--- src/rtl/key_debounce_event.sv ---
// Key synchroniser, per-key debounce FSM and registered press/release/beep event outputs.
// An accept decision is staged in ev_*_q, then the output stage presents all events together.
module key_debounce_event #(
    parameter int unsigned KEY_NUM       = 4,
    parameter int unsigned DEBOUNCE_TIME = 1_000_000,
    parameter logic        KEY_ACTIVE    = 1'b0
) (
    input  logic               clk,
    input  logic               rst,
    input  logic [KEY_NUM-1:0] key_in,
    output logic [KEY_NUM-1:0] key_state,
    output logic [KEY_NUM-1:0] key_press,
    output logic [KEY_NUM-1:0] key_release,
    output logic [2:0]         key_code,
    output logic               key_valid,
    output logic               beep_flag
);
    localparam int unsigned CW = $clog2(DEBOUNCE_TIME + 1);
    localparam logic [CW-1:0] DEB_LAST = CW'(DEBOUNCE_TIME - 1);

    localparam logic [1:0] S_RELEASED    = 2'd0;
    localparam logic [1:0] S_PRESS_DEB   = 2'd1;
    localparam logic [1:0] S_PRESSED     = 2'd2;
    localparam logic [1:0] S_RELEASE_DEB = 2'd3;

    logic [KEY_NUM-1:0] sync1_q, sync2_q;
    logic [KEY_NUM-1:0] ev_press_d, ev_release_d;
    logic [KEY_NUM-1:0] ev_press_q, ev_release_q;
    logic [KEY_NUM-1:0] key_state_q, key_press_q, key_release_q;
    logic [2:0]         key_code_q, key_code_d;
    logic               key_valid_q, beep_flag_q;

    always_ff @(posedge clk) begin
        if (rst) begin
            sync1_q <= {KEY_NUM{~KEY_ACTIVE}};
            sync2_q <= {KEY_NUM{~KEY_ACTIVE}};
        end else begin
            sync1_q <= key_in;
            sync2_q <= sync1_q;
        end
    end

    genvar gi;
    generate
        for (gi = 0; gi < KEY_NUM; gi++) begin : g_key
            logic [1:0]    st_q, st_d;
            logic [CW-1:0] cnt_q, cnt_d;
            logic          p, acc_press, acc_release;

            assign p = (sync2_q[gi] == KEY_ACTIVE);

            // A bounce back to the old level discards all debounce progress.
            always_comb begin
                st_d        = st_q;
                cnt_d       = cnt_q;
                acc_press   = 1'b0;
                acc_release = 1'b0;
                case (st_q)
                    S_RELEASED: begin
                        if (p) begin
                            st_d  = S_PRESS_DEB;
                            cnt_d = CW'(1);
                        end
                    end
                    S_PRESS_DEB: begin
                        if (!p) begin
                            st_d  = S_RELEASED;
                            cnt_d = '0;
                        end else if (cnt_q == DEB_LAST) begin
                            st_d      = S_PRESSED;
                            cnt_d     = '0;
                            acc_press = 1'b1;
                        end else begin
                            cnt_d = cnt_q + CW'(1);
                        end
                    end
                    S_PRESSED: begin
                        if (!p) begin
                            st_d  = S_RELEASE_DEB;
                            cnt_d = CW'(1);
                        end
                    end
                    default: begin
                        if (p) begin
                            st_d  = S_PRESSED;
                            cnt_d = '0;
                        end else if (cnt_q == DEB_LAST) begin
                            st_d        = S_RELEASED;
                            cnt_d       = '0;
                            acc_release = 1'b1;
                        end else begin
                            cnt_d = cnt_q + CW'(1);
                        end
                    end
                endcase
            end

            always_ff @(posedge clk) begin
                if (rst) begin
                    st_q  <= S_RELEASED;
                    cnt_q <= '0;
                end else begin
                    st_q  <= st_d;
                    cnt_q <= cnt_d;
                end
            end

            assign ev_press_d[gi]   = acc_press;
            assign ev_release_d[gi] = acc_release;
        end
    endgenerate

    always_comb begin
        key_code_d = 3'd0;
        for (int i = KEY_NUM - 1; i >= 0; i--) begin
            if (ev_press_q[i]) key_code_d = 3'(i);
        end
    end

    always_ff @(posedge clk) begin
        if (rst) begin
            ev_press_q    <= '0;
            ev_release_q  <= '0;
            key_state_q   <= '0;
            key_press_q   <= '0;
            key_release_q <= '0;
            key_code_q    <= 3'd0;
            key_valid_q   <= 1'b0;
            beep_flag_q   <= 1'b0;
        end else begin
            ev_press_q    <= ev_press_d;
            ev_release_q  <= ev_release_d;
            key_state_q   <= (key_state_q | ev_press_q) & ~ev_release_q;
            key_press_q   <= ev_press_q;
            key_release_q <= ev_release_q;
            key_code_q    <= key_code_d;
            key_valid_q   <= |ev_press_q;
            beep_flag_q   <= |ev_press_q;
        end
    end

    assign key_state   = key_state_q;
    assign key_press   = key_press_q;
    assign key_release = key_release_q;
    assign key_code    = key_code_q;
    assign key_valid   = key_valid_q;
    assign beep_flag   = beep_flag_q;
endmodule
--- config.mk ---
export PLATFORM = sky130hd
export DESIGN_NAME = key_debounce_event
export DESIGN_NICKNAME = d
export VERILOG_FILES = /design/src/rtl/key_debounce_event.sv
export SDC_FILE = /design/constraint.sdc
export NUM_CORES = 1
export LEC_CHECK = 0
export ABC_AREA = 0
export BUFFER_PORTS_ARGS = -buffer_cell sky130_fd_sc_hd__buf_2
export CORE_UTILIZATION = 23
export DETAILED_ROUTE_END_ITERATION = 7
export GPL_TIMING_DRIVEN = 0
export PLACE_DENSITY_LB_ADDON = 0.25
export SYNTH_ARGS = -nofsm -noshare
export SYNTH_HDL_FRONTEND = slang
export SYNTH_SLANG_ARGS = --single-unit
--- constraint.sdc ---
create_clock -name clk -period 3.3 [get_ports clk]
set_input_delay 0.33 -clock clk [delete_from_list [all_inputs] [get_ports clk]]
set_output_delay 0.33 -clock clk [all_outputs]
set_load 0.05 [all_outputs]
# [Word level (Yosys, flattened, before mapping)]
# Index checks and enable logic that the tools add are counted.
[op_classes] addsub=4 eq_ne=28 reduce_logical=24 bitwise_logic=11 n_mux=59
[ops] operator="2-to-1 mux 20 bit" count=20
[ops] operator="one-hot mux 20 bit (3 select lines)" count=4
[ops] operator="adder 20 x 1 -> 20 bit (second input constant)" count=4
[ops] operator="equality test 20 bit (second input constant)" count=4
[ops] operator="2-to-1 mux 2 bit" count=26
[ops] operator="one-hot mux 2 bit (3 select lines)" count=4
[ops] operator="OR reduction 5 bit" count=4
[ops] operator="inequality test 2 bit (second input constant)" count=8
[ops] operator="inequality test 4 x 1 -> 1 bit (second input constant)" count=4
[ops] operator="AND reduction 4 bit" count=4
[ops] operator="OR reduction 3 bit" count=5
[ops] operator="inequality test 3 bit (second input constant)" count=4
[ops] operator="equality test 2 x 1 -> 1 bit (second input constant)" count=4
[ops] operator="equality test 2 bit (second input constant)" count=4
[ops] operator="logical NOT 2 bit" count=4
[ops] operator="NOT 1 bit" count=8
[ops] operator="AND reduction 2 bit" count=4
[ops] operator="OR reduction 4 bit" count=2
[ops] operator="2-to-1 mux 1 bit" count=5
[ops] operator="AND 4 bit" count=1
[ops] operator="NOT 4 bit" count=1
[ops] operator="bitwise OR 4 bit" count=1
[ops] operator="OR reduction 2 bit" count=1
[totals] input_bits=6 wordCells=151 out_inout_bits=17 register_bits=120

# [Logic depth before layout (Yosys ltp)]
# Gate-level depths: netlist of run 1.
[depth] depth_word=4 mapped_depth=8 depth_no_buf=7

# [Worst setup path after synthesis of run 1]
# No wires, ideal clock.
[synth_timing] path_type="register to register" startpoint="register g_key[2].st_q[0]" endpoint="register g_key[2].cnt_q[19]" period_less_slack_ns=2.366 path_stages_with_launch=9 t_arrival_ns=2.295 setup_slack_ns=0.934 path_buffers=1 cell_sequence="dfxtp_1 > inv_1 > ha_1 > mux2_4 > or2_1 > buf_6 > or4_4 > or3_1 > a21oi_1"
[synth_between] elab_chain_cells=3 elab_cells_between_ends=7 classes_between="4 x eq/ne; 1 x mux; 2 x reduce/logical"
[synth_lines] element="start, declared" line_no="46" text="logic [1:0] st_q, st_d;"
[synth_lines] element="start signal, assigned" line_no="103" text="st_q <= st_d;"
[synth_lines] element="equality test 2 bit / logical NOT 2 bit (equally long branches)" line_no="58" text="case (st_q)"
[synth_lines] element="inequality test 2 bit (no source line)"
[synth_lines] element="AND reduction 2 bit (no source line)"
[synth_lines] element="end signal, assigned" line_no="104" text="cnt_q <= cnt_d;"
[synth_lines] element="end, declared" line_no="47" text="logic [CW-1:0] cnt_q, cnt_d;"
# Parallel ways exist; a longest one is shown, timed or not.
# A chain may end at the register's enable or synchronous reset.

# [Final worst setup path of run 1]
[layout_timing] startpoint="register g_key[2].cnt_q[0]" endpoint="register g_key[2].cnt_q[3]"
[layout_between] elab_chain_cells=4 elab_cells_between_ends=6 classes_between="1 x add/sub; 1 x eq/ne; 4 x mux"
[layout_lines] element="adder 20 x 1 -> 20 bit / equality test 20 bit (equally long branches)"
[layout_lines] element="2-to-1 mux 20 bit *" line_no="69, 87"
[layout_lines] element="2-to-1 mux 20 bit, on equally long branches" line_no="84, 66"
[layout_lines] element="one-hot mux 20 bit (3 select lines) *" line_no="58"
# Every way passes the cells marked *; elsewhere a longest branch is shown, timed or not.

==> results.md, run 1 <==
- Nets@finish: 720
- # diodes: 0
- Least-Margin Pin Slew: 0.916 ns
- First DRT Iteration DRCs: 208
- Setup CP Type: flop to flop
- Chip Width: 158 um
- Worst Path Arrival: 3.09 ns
- First-pass GRT wire length: 20,900 um
- Netlist cell types: 54
- Startpoint Class: flop
- Core region area: 23,700 um^2
- CTS Sinks: 119
- CTS Hold Bufs: 0
- Drt drc: 0
- Yosys reg bits: 119
- GRT overflow: 0
- Slew headroom: 38.4%
- Post-CTS sizing: 0
- Post-synth EDFFs: 0
- Max_cap viols: 0
- Post-CTS Setup Bufs: 0
- Vias in the first global route: 4,227
- Post-synth net total: 680
- Total track usage: 10.7%
- Cell leakage power: 2.37 nW
- Max Clock Freq: 0.357 GHz
- Average wire per standard cell: 12.0 um
- Layout cells sized above 1: 11.2%
- Synth warn: 0
- Required @ worst endpoint: 3.59 ns
- CP cell instances: ha_1 > nor4bb_1 > nand3_1 > o31a_1 > o21bai_1 > clkbuf_1 > nor2_1
- Slew Limit Fails: 0
- Drt total wl: 12,400 um
- Crit end category: flop
- Die height: 158 um
- RSZ-0062 raised after global routing: false
- Initial antenna violation count: 0
- Final Worst Setup Slack: 0.501 ns
- Ys async rst share: 0%
- Count of final setup violators: 0
- Initial Utilization: 23.6%
- CTS Buffer Depth: 2
- Synthesized area per cell: 8.56 um^2
- Area Growth Syn to Fin: 20.4%
- Hpwl dp: 8630 um
- Sequential share of the synthesized area: 42.5%
- CP bufs+invs: 1
- Reg clk slew, reported paths: 0.06 ns
- Die area: 25,000 um^2
- PortBufs: 21
- Setup TNS: 0 ns
- CTS tree: done
- Post-synthesis instance area: 5600 um^2
- Vias per inst: 4.35
- I/O pin cnt: 23
- Finished Cell Area: 6740 um^2
- CP max stage cell: o21bai_1
- Worst hold path class: input port to flop
- CP top delay family: compound AO/OA/AOI/OAI gates
- Via count: 4,464
- Final critical-path required period: 2.80 ns
- Final Skew: 0.00681 ns
- CTS Buf Count: 17
- Root Buffer: clkbuf_16
- Outcome: complete, no violations
- Final hold viol count: 0
- Most frequent cells in the layout: dfxtp_1 (119), nor2_1 (103), nand2_1 (42), nand3_1 (37), a21oi_1 (33)
- P per Cell Area: 526 nW/um^2
- FF-to-FF setup slack: 0.50 ns
- Leading cell type in the layout, fill and taps excluded: dfxtp_1
- Detailed Routing Iterations Pass 1: 4
- Pin count of the biggest net entering global routing: 17
- Placed inst area: 6100 um^2
- Gate Count Post-Synth: 654
- ANT nets after route: 0
- Slowest Stage Delay on Critical Path: 0.59 ns
- GP Congestion: 0.771
- Max IR drop VDD: 355 uV
- Row cnt: 56
- CP max FO: 10
- Commonest register cell after synthesis: dfxtp_1
- Post-layout util: 28.5%
- Fin crit share: 84.8%
- Clock H-tree levels: 4
- Place WS: 0.506 ns
- Worst-Skew Late Latency: 0.42 ns
-- stage by stage --
stage	total power, mW	instances	hold slack (ns)
floorplan	1.55	654	0.389
global placement	1.59	994	0.393
detailed placement	1.59	994	0.392
CTS	3.61	1026	0.0834
global route	3.68	1026	0.0998
finish	3.55	1026	0.0992
-- worst register-to-register path: stages, from the launching register on --
cell and delay [ns]:
dfxtp_1 0.39, ha_1 0.33, nor4bb_1 0.26, nand3_1 0.18, o31a_1 0.35, o21bai_1 0.59, clkbuf_1 0.46, nor2_1 0.10
-- path summary, 6_finish.rpt --
kind,startpoint,cells past startpoint,end
max,g_key[2].cnt_q[0],7,g_key[2].cnt_q[3]
min,key_in[2],2,sync1_q[2]
max reg2reg,g_key[2].cnt_q[0],7,g_key[2].cnt_q[3]
min reg2reg,sync1_q[3],1,sync2_q[3]
-- synthesized netlist by cell type (8+ instances only) --
master / instances / share of area (%)
dfxtp_1: 119 / 43
nor4b_1: 8 / 1.3
or2_2: 10 / 1.1
nor3_1: 19 / 1.7
nor2b_1: 11 / 1.2
nand4_1: 17 / 1.9
nor2_1: 103 / 6.9
inv_1: 20 / 1.3
nand3_1: 37 / 3.3
nor4_1: 14 / 1.6
o21ai_0: 23 / 2.1
a21oi_1: 33 / 2.9
nand2_1: 42 / 2.8
ha_1: 20 / 4.5
and3_1: 18 / 2.0
clkbuf_1: 13 / 0.87
xnor2_1: 26 / 4.1
xor2_1: 31 / 4.8
and4_1: 11 / 1.7
-- final cells by class --
cell class / instances / area (um^2)
Buffer: 21 / 103
Clock buffer: 18 / 439
Clock inverter: 14 / 196
Fill cell: 2594 / 16900
Inverter: 20 / 75.1
Multi-Input combinational cell: 494 / 3040
Sequential cell: 119 / 2380
Tap cell: 319 / 399
Timing Repair Buffer: 21 / 105
-- sequential cells by signal (all words and copies together), names as in the netlist, named ones only --
signal / flops
key_press: 4
ev_release_q: 4
ev_press_q: 4
sync2_q: 4
key_code: 2
sync1_q: 4
g_key.st_q: 4
beep_flag: 1
key_release: 4
g_key.cnt_q: 80
key_state: 4
-- cells by family after synthesis --
family | after synthesis | synth area share [%]
flip-flops | 119 | 42.5
XOR/XNOR | 57 | 8.91
AO/OA/AOI/OAI | 80 | 8.33
buffers and inverters | 41 | 3.17
multiplexers | 11 | 2.17
AND/OR/NAND/NOR | 325 | 30.3
adder cells (fa/ha/maj) | 20 | 4.47
other | 1 | 0.0670
-- per-layer routing --
metal	global-route usage, %	wire [um]	vias to the layer above
met4	5.22	209	0
met2	15.8	5180	54
li1	-	-	2386
met3	2.55	343	17
met5	0	0	-
met1	14.5	6620	2007
-- power breakdown --
group / internal, mW / switching [mW] / leakage, nW / total (mW)
registers: 1.45 / 0.00650 / 0.961 / 1.45
logic: 0.0315 / 0.0725 / 1.11 / 0.104
clock network: 1.29 / 0.703 / 0.303 / 1.99
No activity file was read; power rests on OpenSTA's default activity.
==> run 2: changes to the inputs <==
==> constraint.sdc (replaced) <==
create_clock -name clk -period 2.7 [get_ports clk]
set_input_delay 0.27 -clock clk [delete_from_list [all_inputs] [get_ports clk]]
set_output_delay 0.27 -clock clk [all_outputs]
set_load 0.05 [all_outputs]
==> results.md, run 2 (synthesized netlist as in run 1, its figures left out) <==
- Placed inst area: 6100 um^2
- Final Worst Setup Slack: 0.173 ns
- Final Skew: 0.00713 ns
- Root Buffer: clkbuf_16
- Core region area: 23,700 um^2
- Initial Utilization: 23.6%
- Count of final setup violators: 0
- Tot Pwr: 4.34 mW
- Drt drc: 0
- Final-layout fill cell count: 2,597
- Place WS: -0.0935 ns
- Average wire per standard cell: 12.0 um
- Die height: 158 um
- Area Growth Syn to Fin: 20.5%
- Vias per inst: 4.37
- Die area: 25,000 um^2
- CTS tree: done
- ANT nets after route: 0
- Fin crit share: 93.6%
- P per Cell Area: 642 nW/um^2
- CTS Sinks: 119
- Required @ worst endpoint: 3.04 ns
- Worst hold path class: input port to flop
- First-pass GRT wire length: 21,000 um
- Outcome: complete, no violations
- Setup CP Type: flop to flop
- Layout cells sized above 1: 11.6%
- PortBufs: 21
- Leading cell type in the layout, fill and taps excluded: dfxtp_1
- Finished Cell Area: 6750 um^2
- Pin count of the biggest net entering global routing: 17
- GP Congestion: 0.771
- Largest register FFs: 80
- Cell leakage power: 2.38 nW
- CTS Buffer Depth: 2
- Max Clock Freq: 0.396 GHz
- Total track usage: 10.7%
- I/O pin cnt: 23
- Hpwl dp: 8630 um
- Max_cap viols: 0
- Slew Limit Fails: 0
- CTS Buf Count: 17
- Row cnt: 56
- Most frequent cells in the layout: dfxtp_1 (119), nor2_1 (103), nand2_1 (42), nand3_1 (37), a21oi_1 (33)
- Setup TNS: 0 ns
- Initial antenna violation count: 0
- Detailed Routing Iterations Pass 1: 4
- Largest reg by FF count: g_key.cnt_q
- Final hold viol count: 0
- Final critical-path required period: 2.53 ns
- Crit end category: flop
- Clock H-tree levels: 4
- First DRT Iteration DRCs: 204
- Via count: 4,481
- Startpoint Class: flop
- WHS: 0.0421 ns
- Worst Path Arrival: 2.87 ns
- Reg clk slew, reported paths: 0.06 ns
- CP max FO: 8
- Nets@finish: 720
- Max IR drop VDD: 429 uV
- Slew headroom: 38.5%
- Chip Width: 158 um
- # diodes: 0
- Worst-Skew Late Latency: 0.42 ns
- Post-CTS Setup Bufs: 0
- Least-Margin Pin Slew: 0.914 ns
- Drt total wl: 12,300 um
- RSZ-0062 raised after global routing: false
- GRT overflow: 0
- Vias in the first global route: 4,224
run 2: cell counts in the layout (fill, tap and decap cells not counted):
No cell type changed its count.
run 2: power by group:
part	leakage, nW	internal (mW)	total, mW	switching (mW)
Combinational	1.11	0.0394	0.128	0.0891
Sequential	0.961	1.77	1.78	0.00791
Clock	0.303	1.58	2.43	0.857
Total	2.38	3.38	4.34	0.954
run 2: through the flow:
stage	instances	util [%]
2_1_floorplan	654	-
3_3_place_gp	994	25.8
3_5_place_dp	994	25.8
4_1_cts	1026	28.5
5_1_grt	1026	28.5
6_report	1026	28.5
run 2: timing repair:
action,4_1_cts,5_1_grt
gates resized for setup,1,3
hold buffers,0,0
pin swaps,0,0
setup endpoints to repair,10,20
run 2: cell type report:
class                      count  area, um^2  share of cell area (%)
clock inverter                14         196                    2.91
buffer                        21         104                    1.54
timing repair buffer          21         105                    1.56
inverter                      20        75.1                    1.11
clock buffer                  18         439                    6.51
multi-input combinational    494        3050                    45.2
sequential                   119        2380                    35.3
tap                          319         399                    5.91
run 2: final timing paths:
kind / startpoint / end / slack, ns / cells past startpoint
worst min-delay path: key_in[2] / sync1_q[2] / 0.04 / 2
worst min register to register: sync1_q[3] / sync2_q[3] / 0.40 / 1
worst max register to register: g_key[2].st_q[0] / g_key[2].cnt_q[19] / 0.17 / 8
worst max-delay path: g_key[2].st_q[0] / g_key[2].cnt_q[19] / 0.17 / 8
run 2: metal layers:
metal / routed length (um) / up-vias / GRT usage [%]
li1: - / 2389 / -
met1: 6560 / 2016 / 14.5
met2: 5220 / 63 / 15.8
met3: 386 / 13 / 2.55
met4: 168 / 0 / 5.22
met5: 0 / - / 0
run 2: critical path, stage by stage, from the launching register on:
cell and delay [ns]:
dfxtp_1 0.39, inv_1 0.08, ha_1 0.27, mux2_4 0.34, or2_1 0.25, buf_6 0.13
or4_4 0.53, or3_1 0.31, a21oi_1 0.15
